`src/rtl/disk_req_arbiter_pkg.sv`:
```
// Shared definitions for the two-client disk request arbiter.
// Covers command and mailbox bit positions, op encodings and the FSM state type.
package disk_req_arbiter_pkg;

  localparam int CMD_W    = 19;
  localparam int SECTOR_W = 8;
  localparam int TRACK_W  = 7;
  localparam int OP_W     = 2;
  localparam int RESULT_W = 16;
  localparam int TMO_W    = 24;

  localparam logic [OP_W-1:0] OP_READ   = 2'b00;
  localparam logic [OP_W-1:0] OP_WRITE  = 2'b01;
  localparam logic [OP_W-1:0] OP_SEEK   = 2'b10;
  localparam logic [OP_W-1:0] OP_READID = 2'b11;

  // Client command layout: {op, drive, head, track, sector}
  localparam int CMD_SECTOR_LSB = 0;
  localparam int CMD_TRACK_LSB  = 8;
  localparam int CMD_HEAD       = 15;
  localparam int CMD_DRIVE      = 16;
  localparam int CMD_OP_LSB     = 17;

  localparam int SR_SECTOR_LSB = 0;
  localparam int SR_TRACK_LSB  = 8;
  localparam int SR_HEAD       = 15;
  localparam int SR_ACK        = 16;
  localparam int SR_OP_LSB     = 17;
  localparam int SR_DRIVE      = 19;
  localparam int SR_VALID      = 20;
  localparam int SR_CLIENT     = 21;

  localparam int CR_ERR        = 3;
  localparam int CR_DONE       = 4;
  localparam int CR_HEAD_LSB   = 8;
  localparam int CR_SECTOR_LSB = 24;

  typedef enum logic [1:0] {
    ST_IDLE         = 2'd0,
    ST_WAIT_DONE    = 2'd1,
    ST_WAIT_RELEASE = 2'd2
  } state_t;

  // Mailbox word for a freshly granted command: valid set, ack clear.
  function automatic logic [31:0] pack_sr(input logic [CMD_W-1:0] cmd, input logic client);
    logic [31:0] sr;
    sr = '0;
    sr[SR_SECTOR_LSB +: SECTOR_W] = cmd[CMD_SECTOR_LSB +: SECTOR_W];
    sr[SR_TRACK_LSB +: TRACK_W]   = cmd[CMD_TRACK_LSB +: TRACK_W];
    sr[SR_HEAD]                   = cmd[CMD_HEAD];
    sr[SR_DRIVE]                  = cmd[CMD_DRIVE];
    sr[SR_OP_LSB +: OP_W]         = cmd[CMD_OP_LSB +: OP_W];
    sr[SR_VALID]                  = 1'b1;
    sr[SR_CLIENT]                 = client;
    return sr;
  endfunction

endpackage

```
`src/rtl/disk_req_arbiter_if.sv`:
```
// Client and host signals of the disk request arbiter.
// Handshake: a client holds req (and a stable cmd) until it sees its one-cycle done pulse;
// err/result are meaningful only while done is high.
interface disk_req_arbiter_if;
  import disk_req_arbiter_pkg::*;

  logic                c0_req;
  logic                c1_req;
  logic [CMD_W-1:0]    c0_cmd;
  logic [CMD_W-1:0]    c1_cmd;
  logic                c0_done;
  logic                c1_done;
  logic                c0_err;
  logic                c1_err;
  logic [RESULT_W-1:0] c0_result;
  logic [RESULT_W-1:0] c1_result;
  logic [31:0]         host_sr;
  logic [31:0]         host_cr;
  logic                busy;
  logic                grant;
  state_t              dbg_state;

  modport slave (
    input  c0_req, c1_req, c0_cmd, c1_cmd, host_cr,
    output c0_done, c1_done, c0_err, c1_err, c0_result, c1_result,
    output host_sr, busy, grant, dbg_state
  );

  modport master (
    output c0_req, c1_req, c0_cmd, c1_cmd, host_cr,
    input  c0_done, c1_done, c0_err, c1_err, c0_result, c1_result,
    input  host_sr, busy, grant, dbg_state
  );

endinterface

```
`src/rtl/disk_req_arbiter.sv`:
```
// Round-robin arbiter passing one client command at a time to a host mailbox,
// with stale-done filtering, a saturating reply timeout and done/err/result return.
module disk_req_arbiter
  import disk_req_arbiter_pkg::*;
#(
  parameter logic [TMO_W-1:0] TIMEOUT = 24'd10_000_000
) (
  input logic              clk,
  input logic              rst_n,
  disk_req_arbiter_if.slave bus
);

  state_t              state, state_nxt;
  logic                last_grant;
  logic                grant_q;
  logic                seen_low;
  logic [TMO_W-1:0]    tmo_cnt;
  logic [31:0]         host_sr_q;
  logic [1:0]          done_q;
  logic [1:0]          err_q;
  logic [RESULT_W-1:0] res0_q;
  logic [RESULT_W-1:0] res1_q;

  logic                cr_done;
  logic                pick;
  logic                do_grant;
  logic                do_complete;
  logic                do_timeout;
  logic                do_release;
  logic [CMD_W-1:0]    sel_cmd;
  logic [RESULT_W-1:0] cpl_result;

  assign cr_done    = bus.host_cr[CR_DONE];
  assign sel_cmd    = pick ? bus.c1_cmd : bus.c0_cmd;
  assign cpl_result = do_complete ?
                      {bus.host_cr[CR_SECTOR_LSB +: 8], bus.host_cr[CR_HEAD_LSB +: 8]} : '0;

  always_comb begin
    state_nxt   = state;
    pick        = 1'b0;
    do_grant    = 1'b0;
    do_complete = 1'b0;
    do_timeout  = 1'b0;
    do_release  = 1'b0;
    case (state)
      ST_IDLE: begin
        if (bus.c0_req || bus.c1_req) begin
          do_grant  = 1'b1;
          pick      = (bus.c0_req && bus.c1_req) ? ~last_grant : bus.c1_req;
          state_nxt = ST_WAIT_DONE;
        end
      end
      ST_WAIT_DONE: begin
        // A host reply wins over a timeout expiring in the same cycle.
        if (cr_done && seen_low) begin
          do_complete = 1'b1;
          state_nxt   = ST_WAIT_RELEASE;
        end else if (TIMEOUT != '0 && tmo_cnt == TIMEOUT) begin
          do_timeout = 1'b1;
          state_nxt  = ST_WAIT_RELEASE;
        end
      end
      ST_WAIT_RELEASE: begin
        if (!cr_done) begin
          do_release = 1'b1;
          state_nxt  = ST_IDLE;
        end
      end
      default: state_nxt = ST_IDLE;
    endcase
  end

  always_ff @(posedge clk) begin
    if (!rst_n) state <= ST_IDLE;
    else        state <= state_nxt;
  end

  always_ff @(posedge clk) begin
    if (!rst_n) begin
      last_grant <= 1'b1;
      grant_q    <= 1'b0;
      seen_low   <= 1'b0;
      tmo_cnt    <= '0;
      host_sr_q  <= '0;
      done_q     <= '0;
      err_q      <= '0;
      res0_q     <= '0;
      res1_q     <= '0;
    end else begin
      done_q <= '0;
      err_q  <= '0;
      res0_q <= '0;
      res1_q <= '0;
      if (state == ST_WAIT_DONE) begin
        if (!cr_done)        seen_low <= 1'b1;
        if (tmo_cnt != '1)   tmo_cnt  <= tmo_cnt + 1'b1;
      end
      if (do_grant) begin
        host_sr_q  <= pack_sr(sel_cmd, pick);
        grant_q    <= pick;
        last_grant <= pick;
        tmo_cnt    <= '0;
        // A done bit already high at grant belongs to an earlier exchange.
        seen_low   <= ~cr_done;
      end
      if (do_complete || do_timeout) begin
        host_sr_q[SR_VALID] <= 1'b0;
        host_sr_q[SR_ACK]   <= do_complete;
        done_q[grant_q]     <= 1'b1;
        err_q[grant_q]      <= do_timeout | bus.host_cr[CR_ERR];
        if (grant_q) res1_q <= cpl_result;
        else         res0_q <= cpl_result;
      end
      if (do_release) host_sr_q[SR_ACK] <= 1'b0;
    end
  end

  assign bus.c0_done   = done_q[0];
  assign bus.c1_done   = done_q[1];
  assign bus.c0_err    = err_q[0];
  assign bus.c1_err    = err_q[1];
  assign bus.c0_result = res0_q;
  assign bus.c1_result = res1_q;
  assign bus.host_sr   = host_sr_q;
  assign bus.busy      = (state != ST_IDLE);
  assign bus.grant     = grant_q;
  assign bus.dbg_state = state;

endmodule

```
`src/flat_wrapper.sv`:
```
// flat-port wrapper written by rule: the top's interface ports become plain ports
module disk_req_arbiter_flat import disk_req_arbiter_pkg::*;
#(
  parameter logic [TMO_W-1:0] TIMEOUT = 24'd10_000_000
)
  (clk, rst_n, bus_c0_req, bus_c1_req, bus_c0_cmd, bus_c1_cmd, bus_host_cr, bus_c0_done, bus_c1_done, bus_c0_err, bus_c1_err, bus_c0_result, bus_c1_result, bus_host_sr, bus_busy, bus_grant, bus_dbg_state);
  disk_req_arbiter_if bus_i ();
  input logic clk;
  input logic rst_n;
  input wire logic [$bits(bus_i.c0_req)-1:0] bus_c0_req;
  input wire logic [$bits(bus_i.c1_req)-1:0] bus_c1_req;
  input wire logic [$bits(bus_i.c0_cmd)-1:0] bus_c0_cmd;
  input wire logic [$bits(bus_i.c1_cmd)-1:0] bus_c1_cmd;
  input wire logic [$bits(bus_i.host_cr)-1:0] bus_host_cr;
  output wire logic [$bits(bus_i.c0_done)-1:0] bus_c0_done;
  output wire logic [$bits(bus_i.c1_done)-1:0] bus_c1_done;
  output wire logic [$bits(bus_i.c0_err)-1:0] bus_c0_err;
  output wire logic [$bits(bus_i.c1_err)-1:0] bus_c1_err;
  output wire logic [$bits(bus_i.c0_result)-1:0] bus_c0_result;
  output wire logic [$bits(bus_i.c1_result)-1:0] bus_c1_result;
  output wire logic [$bits(bus_i.host_sr)-1:0] bus_host_sr;
  output wire logic [$bits(bus_i.busy)-1:0] bus_busy;
  output wire logic [$bits(bus_i.grant)-1:0] bus_grant;
  output wire logic [$bits(bus_i.dbg_state)-1:0] bus_dbg_state;
  assign bus_i.c0_req = bus_c0_req;
  assign bus_i.c1_req = bus_c1_req;
  assign bus_i.c0_cmd = bus_c0_cmd;
  assign bus_i.c1_cmd = bus_c1_cmd;
  assign bus_i.host_cr = bus_host_cr;
  assign bus_c0_done = bus_i.c0_done;
  assign bus_c1_done = bus_i.c1_done;
  assign bus_c0_err = bus_i.c0_err;
  assign bus_c1_err = bus_i.c1_err;
  assign bus_c0_result = bus_i.c0_result;
  assign bus_c1_result = bus_i.c1_result;
  assign bus_host_sr = bus_i.host_sr;
  assign bus_busy = bus_i.busy;
  assign bus_grant = bus_i.grant;
  assign bus_dbg_state = bus_i.dbg_state;
  disk_req_arbiter #(.TIMEOUT(TIMEOUT)) u_core (.clk(clk), .rst_n(rst_n), .bus(bus_i));
endmodule
```
`config.mk`:
```
export PLATFORM = sky130hd
export DESIGN_NAME = disk_req_arbiter_flat
export DESIGN_NICKNAME = d
export VERILOG_FILES = /design/src/rtl/disk_req_arbiter_pkg.sv /design/src/rtl/disk_req_arbiter_if.sv /design/src/rtl/disk_req_arbiter.sv /design/src/flat_wrapper.sv
export SDC_FILE = /design/constraint.sdc
export NUM_CORES = 1
export LEC_CHECK = 0
export ABC_AREA = 1
export CAP_MARGIN = 40
export CELL_PAD_IN_SITES_DETAIL_PLACEMENT = 2
export CELL_PAD_IN_SITES_GLOBAL_PLACEMENT = 2
export CORE_MARGIN = 2
export CORE_UTILIZATION = 24
export CTS_BUF_LIST = sky130_fd_sc_hd__clkbuf_16
export DETAILED_ROUTE_END_ITERATION = 6
export PLACE_DENSITY_LB_ADDON = 0.1
export SLEW_MARGIN = 5
export SYNTH_ARGS = -nofsm -noshare
export SYNTH_HDL_FRONTEND = slang
export SYNTH_SLANG_ARGS = --single-unit
```
`constraint.sdc`:
```
create_clock -name clk -period 2.1 [get_ports clk]
set_input_delay 0.525 -clock clk [delete_from_list [all_inputs] [get_ports clk]]
set_output_delay 0.525 -clock clk [all_outputs]
set_load 0.005 [all_outputs]
```
==> metrics.csv <==
stage;metric;value;unit
run_status;outcome;finished clean;
synthesis;Mapped Avg Cell Area;7.39;um^2
cts;post-cts sizing count;0;
sta;fmax;0.510;GHz
power;Power Dens Cells;668;nW/um^2
sta;RSZ-0062 raised after global routing;no;
cts;CTS Buf Count;9;
cts;CTS Hold Bufs;0;
global_route;initial antenna violation count;0;
worst_setup_path;Reg2Reg Setup Slack;0.29;ns
global_route;first-pass GRT wire length;23400;um
worst_setup_path;reg-to-reg endpoint;u_core.err_q[0]$_SDFF_PN0_;
synthesis;Seq cells post-synth;86;
synthesis;Seq/Total Area, Yosys;42.9;%
finish;area added between synthesis and finish;44.3;%
min_path;hold crit path type;reg -> reg;
worst_setup_path;reg2reg path depth;8;
power;Max IR drop VDD;0.000440;V
worst_setup_path;Startpoint Class;register;
sta;Slew HR;53.7;%
global_route;pin count of the biggest net entering global routing;56;
route;DRC viols;0;
sta;worst slew pin tran;0.690;ns
floorplanning;Die Y;133;um
global_route;vias in the first global route;4561;
placed_design;IO buf count;121;
floorplanning;Core ar.;16500;um^2
worst_setup_path;crit path cell chain;nor2_1 > inv_1 > clkdlybuf4s50_1;
route;WL/cell;15.9;um
synthesis;cells after synthesis;543;
power;leakage;0.00232;uW
floorplanning;Die Wd;133;um
worst_setup_path;Critical Path RT;1.57;ns
cts;CTS tree;built;
worst_setup_path;Arrival @ worst endpoint;1.44;ns
min_path;Worst Hold Launch;u_core.bus.host_sr[1]$_SDFFE_PN0P_;
global_route;gr usage total;16.7;%
sta;period utilisation layout;93.4;%
synthesis;synthesized area;4010;um^2
global_route;M1 GR Usage;18.6;%
floorplanning;number of placement rows;47;
sta;Slew Viols, Final;0;
worst_setup_path;CP max-delay cell;clkdlybuf4s50_1;
finish;# nets final;742;
worst_setup_path;WS Path Type;reg -> out;
global_route;met3 Use GR;5.40;%
route;drt first-iter violations;124;
min_path;hold path endpoint;u_core.bus.host_sr[1]$_SDFFE_PN0P_;
finish;# diodes;0;
cts;post-CTS setup buffer count;0;
route;Pre-antenna DRT Iters;4;
synthesis;Synth cell types;28;
cts;Clock Path Buffers;2;
placed_design;gpl congestion;0.772;
cts;CTS Sinks;86;
sta;Tmin final;1.96;ns
worst_setup_path;Crit. End Element;output port;
sta;Final WS setup;0.139;ns
cts;clk root buf;clkbuf_16;
route;post-route ant nets;0;
sta;Fin Setup TNS;0;ns
synthesis;Yosys Warn Count;0;
route;Avg Vias per Cell;4.55;
placed_design;HPWL after DPL;10500;um
cts;H-tree Lvls;3;
placed_design;pre-CTS setup slack;0.0504;ns
worst_setup_path;Crit path largest cell delay;0.51;ns
sta;final setup skew;0.00722;ns
route;final WL;14200;um
route;Vias;4053;
floorplanning;Initial Utilization;24.4;%
sta;final hold vios;0;
worst_setup_path;CP Max Fanout;5;
cts;later-pin clock latency in the skew report;0.35;ns
global_route;Global Route met2 Usage;30.0;%
global_route;GR peak layer;met2;
sta;Setup-failing EPs final;0;
worst_setup_path;r2r startpoint;u_core.tmo_cnt[0]$_SDFFE_PP0P_;
finish;ratio of cells with drive above 1 in the final layout;11.5;%
global_route;GR Overflow Total;0;
floorplanning;DIE AREA;17800;um^2
min_path;hold path depth;2;
floorplanning;# IOs;146;
flow_run;Max-Cap Viols;0;
cts;clock slew at reported path FFs;0.07;ns
-- layout by cell type (no fill, tap or decap) --
cell type / netlist / layout
a21oi_1: 8 / 8
a21oi_2: 19 / 19
buf_12: 2 / 5
buf_2: 9 / 1
buf_4: 11 / 13
clkbuf_16: 0 / 9
clkdlybuf4s50_1: 0 / 120
clkinv_1: 2 / 2
clkinv_2: 0 / 1
clkinv_4: 0 / 1
clkinvlp_4: 0 / 3
conb_1: 1 / 10
dfxtp_1: 86 / 86
ha_1: 2 / 2
inv_1: 63 / 63
inv_6: 0 / 1
inv_8: 0 / 1
nand2_1: 119 / 119
nand2_2: 16 / 16
nand2_4: 2 / 2
nand3_1: 16 / 16
nand4_1: 38 / 38
nor2_1: 71 / 70
nor2_2: 1 / 2
nor2_4: 3 / 3
nor3_1: 2 / 2
o211ai_1: 19 / 19
o21ai_0: 24 / 24
o21ai_1: 1 / 1
o22ai_1: 1 / 1
o31ai_1: 2 / 2
xnor2_1: 3 / 3
xor2_1: 8 / 8
-- state kept, by name, summed over array words and instances, names as in the netlist --
name / cells
u_core.last_grant: 1
u_core.bus.grant: 1
u_core.bus.host_sr: 21
u_core.bus.c0_result: 16
u_core.err_q: 2
u_core.bus.c1_result: 16
u_core.seen_low: 1
u_core.tmo_cnt: 24
u_core.bus.dbg_state: 2
u_core.done_q: 2
-- Yosys cell counts, drive strengths merged --
cell | number | area (um^2)
o21ai | 25 | 125
nand2 | 137 | 569
clkbuf | 10 | 37.5
xor2 | 8 | 70.1
clkinv | 2 | 7.51
xnor2 | 3 | 26.3
nor3 | 2 | 10.0
inv | 63 | 236
o22ai | 1 | 6.26
dfxtp | 86 | 1720
o211ai | 19 | 143
buf | 26 | 183
conb | 1 | 3.75
nand4 | 38 | 238
nand3 | 16 | 80.1
ha | 2 | 25.0
a21oi | 27 | 206
nor2 | 75 | 307
o31ai | 2 | 15.0
-- logic make-up after synthesis --
family / Yosys count / synth area share [%]
AO/OA/AOI/OAI: 74 / 12.4
AND/OR/NAND/NOR: 268 / 30.0
flip-flops: 86 / 42.9
XOR/XNOR: 11 / 2.40
adder cells (fa/ha/maj): 2 / 0.624
buffers and inverters: 101 / 11.6
other: 1 / 0.0935
-- layer usage --
layer,part of all wire [%],wire length (um)
met4,1.6,230
met1,42,5890
met5,0,0
met2,50,7140
met3,6.3,896
-- metrics by stage --
stage | std cells | cell area, um^2 | hold slack, ns | util (%) | total power [uW]
after CTS | 891 | 5790 | 0.468 | 35.1 | 3960
after floorplan | 552 | 4040 | 0.429 | - | 2000
after detailed placement | 875 | 5510 | 0.451 | 33.4 | 2350
after global placement | 875 | 5510 | 0.439 | 33.4 | 2330
final | 891 | 5790 | 0.460 | 35.1 | 3860
after global routing | 891 | 5790 | 0.498 | 35.1 | 4080
-- critical path, delay by kind of cell (launching register included) --
kind                   cells  cell delay (ns)
buffers and inverters      2             0.57
DFF                        1             0.42
and+or+nand+nor            1             0.10
-- where the power goes --
group	internal (uW)	switching (uW)	total (uW)
logic	292	286	578
clock network	815	750	1570
registers	1690	33.2	1720
total	2790	1070	3860
-- area by class of cell --
class,instances,area (um^2)
multi-input combinational,365,1860
sequential,86,1720
clock buffer,9,225
tap,220,275
inverter,65,244
fill,1936,10700
clock inverter,7,56.3
timing repair buffer,139,1400
-- how the worst max path moves through the flow --
stage | endpoint | from | slack (ns) | cells after the start
2_1_floorplan | u_core.tmo_cnt[2]$_SDFFE_PP0P_ | u_core.tmo_cnt[0]$_SDFFE_PP0P_ | 0.49 | 10
3_3_place_gp | u_core.done_q[1]$_SDFF_PN0_ | bus_host_cr[4] | 0.16 | 6
3_5_place_dp | u_core.err_q[0]$_SDFF_PN0_ | bus_host_cr[4] | 0.05 | 6
4_1_cts | bus_busy | u_core.bus.dbg_state[0]$_SDFFE_PN0P_ | 0.11 | 3
5_1_grt | bus_busy | u_core.bus.dbg_state[0]$_SDFFE_PN0P_ | 0.008 | 3
6_report | bus_busy | u_core.bus.dbg_state[0]$_SDFFE_PN0P_ | 0.14 | 3
Note: power is estimated with default switching activity, not from simulation.
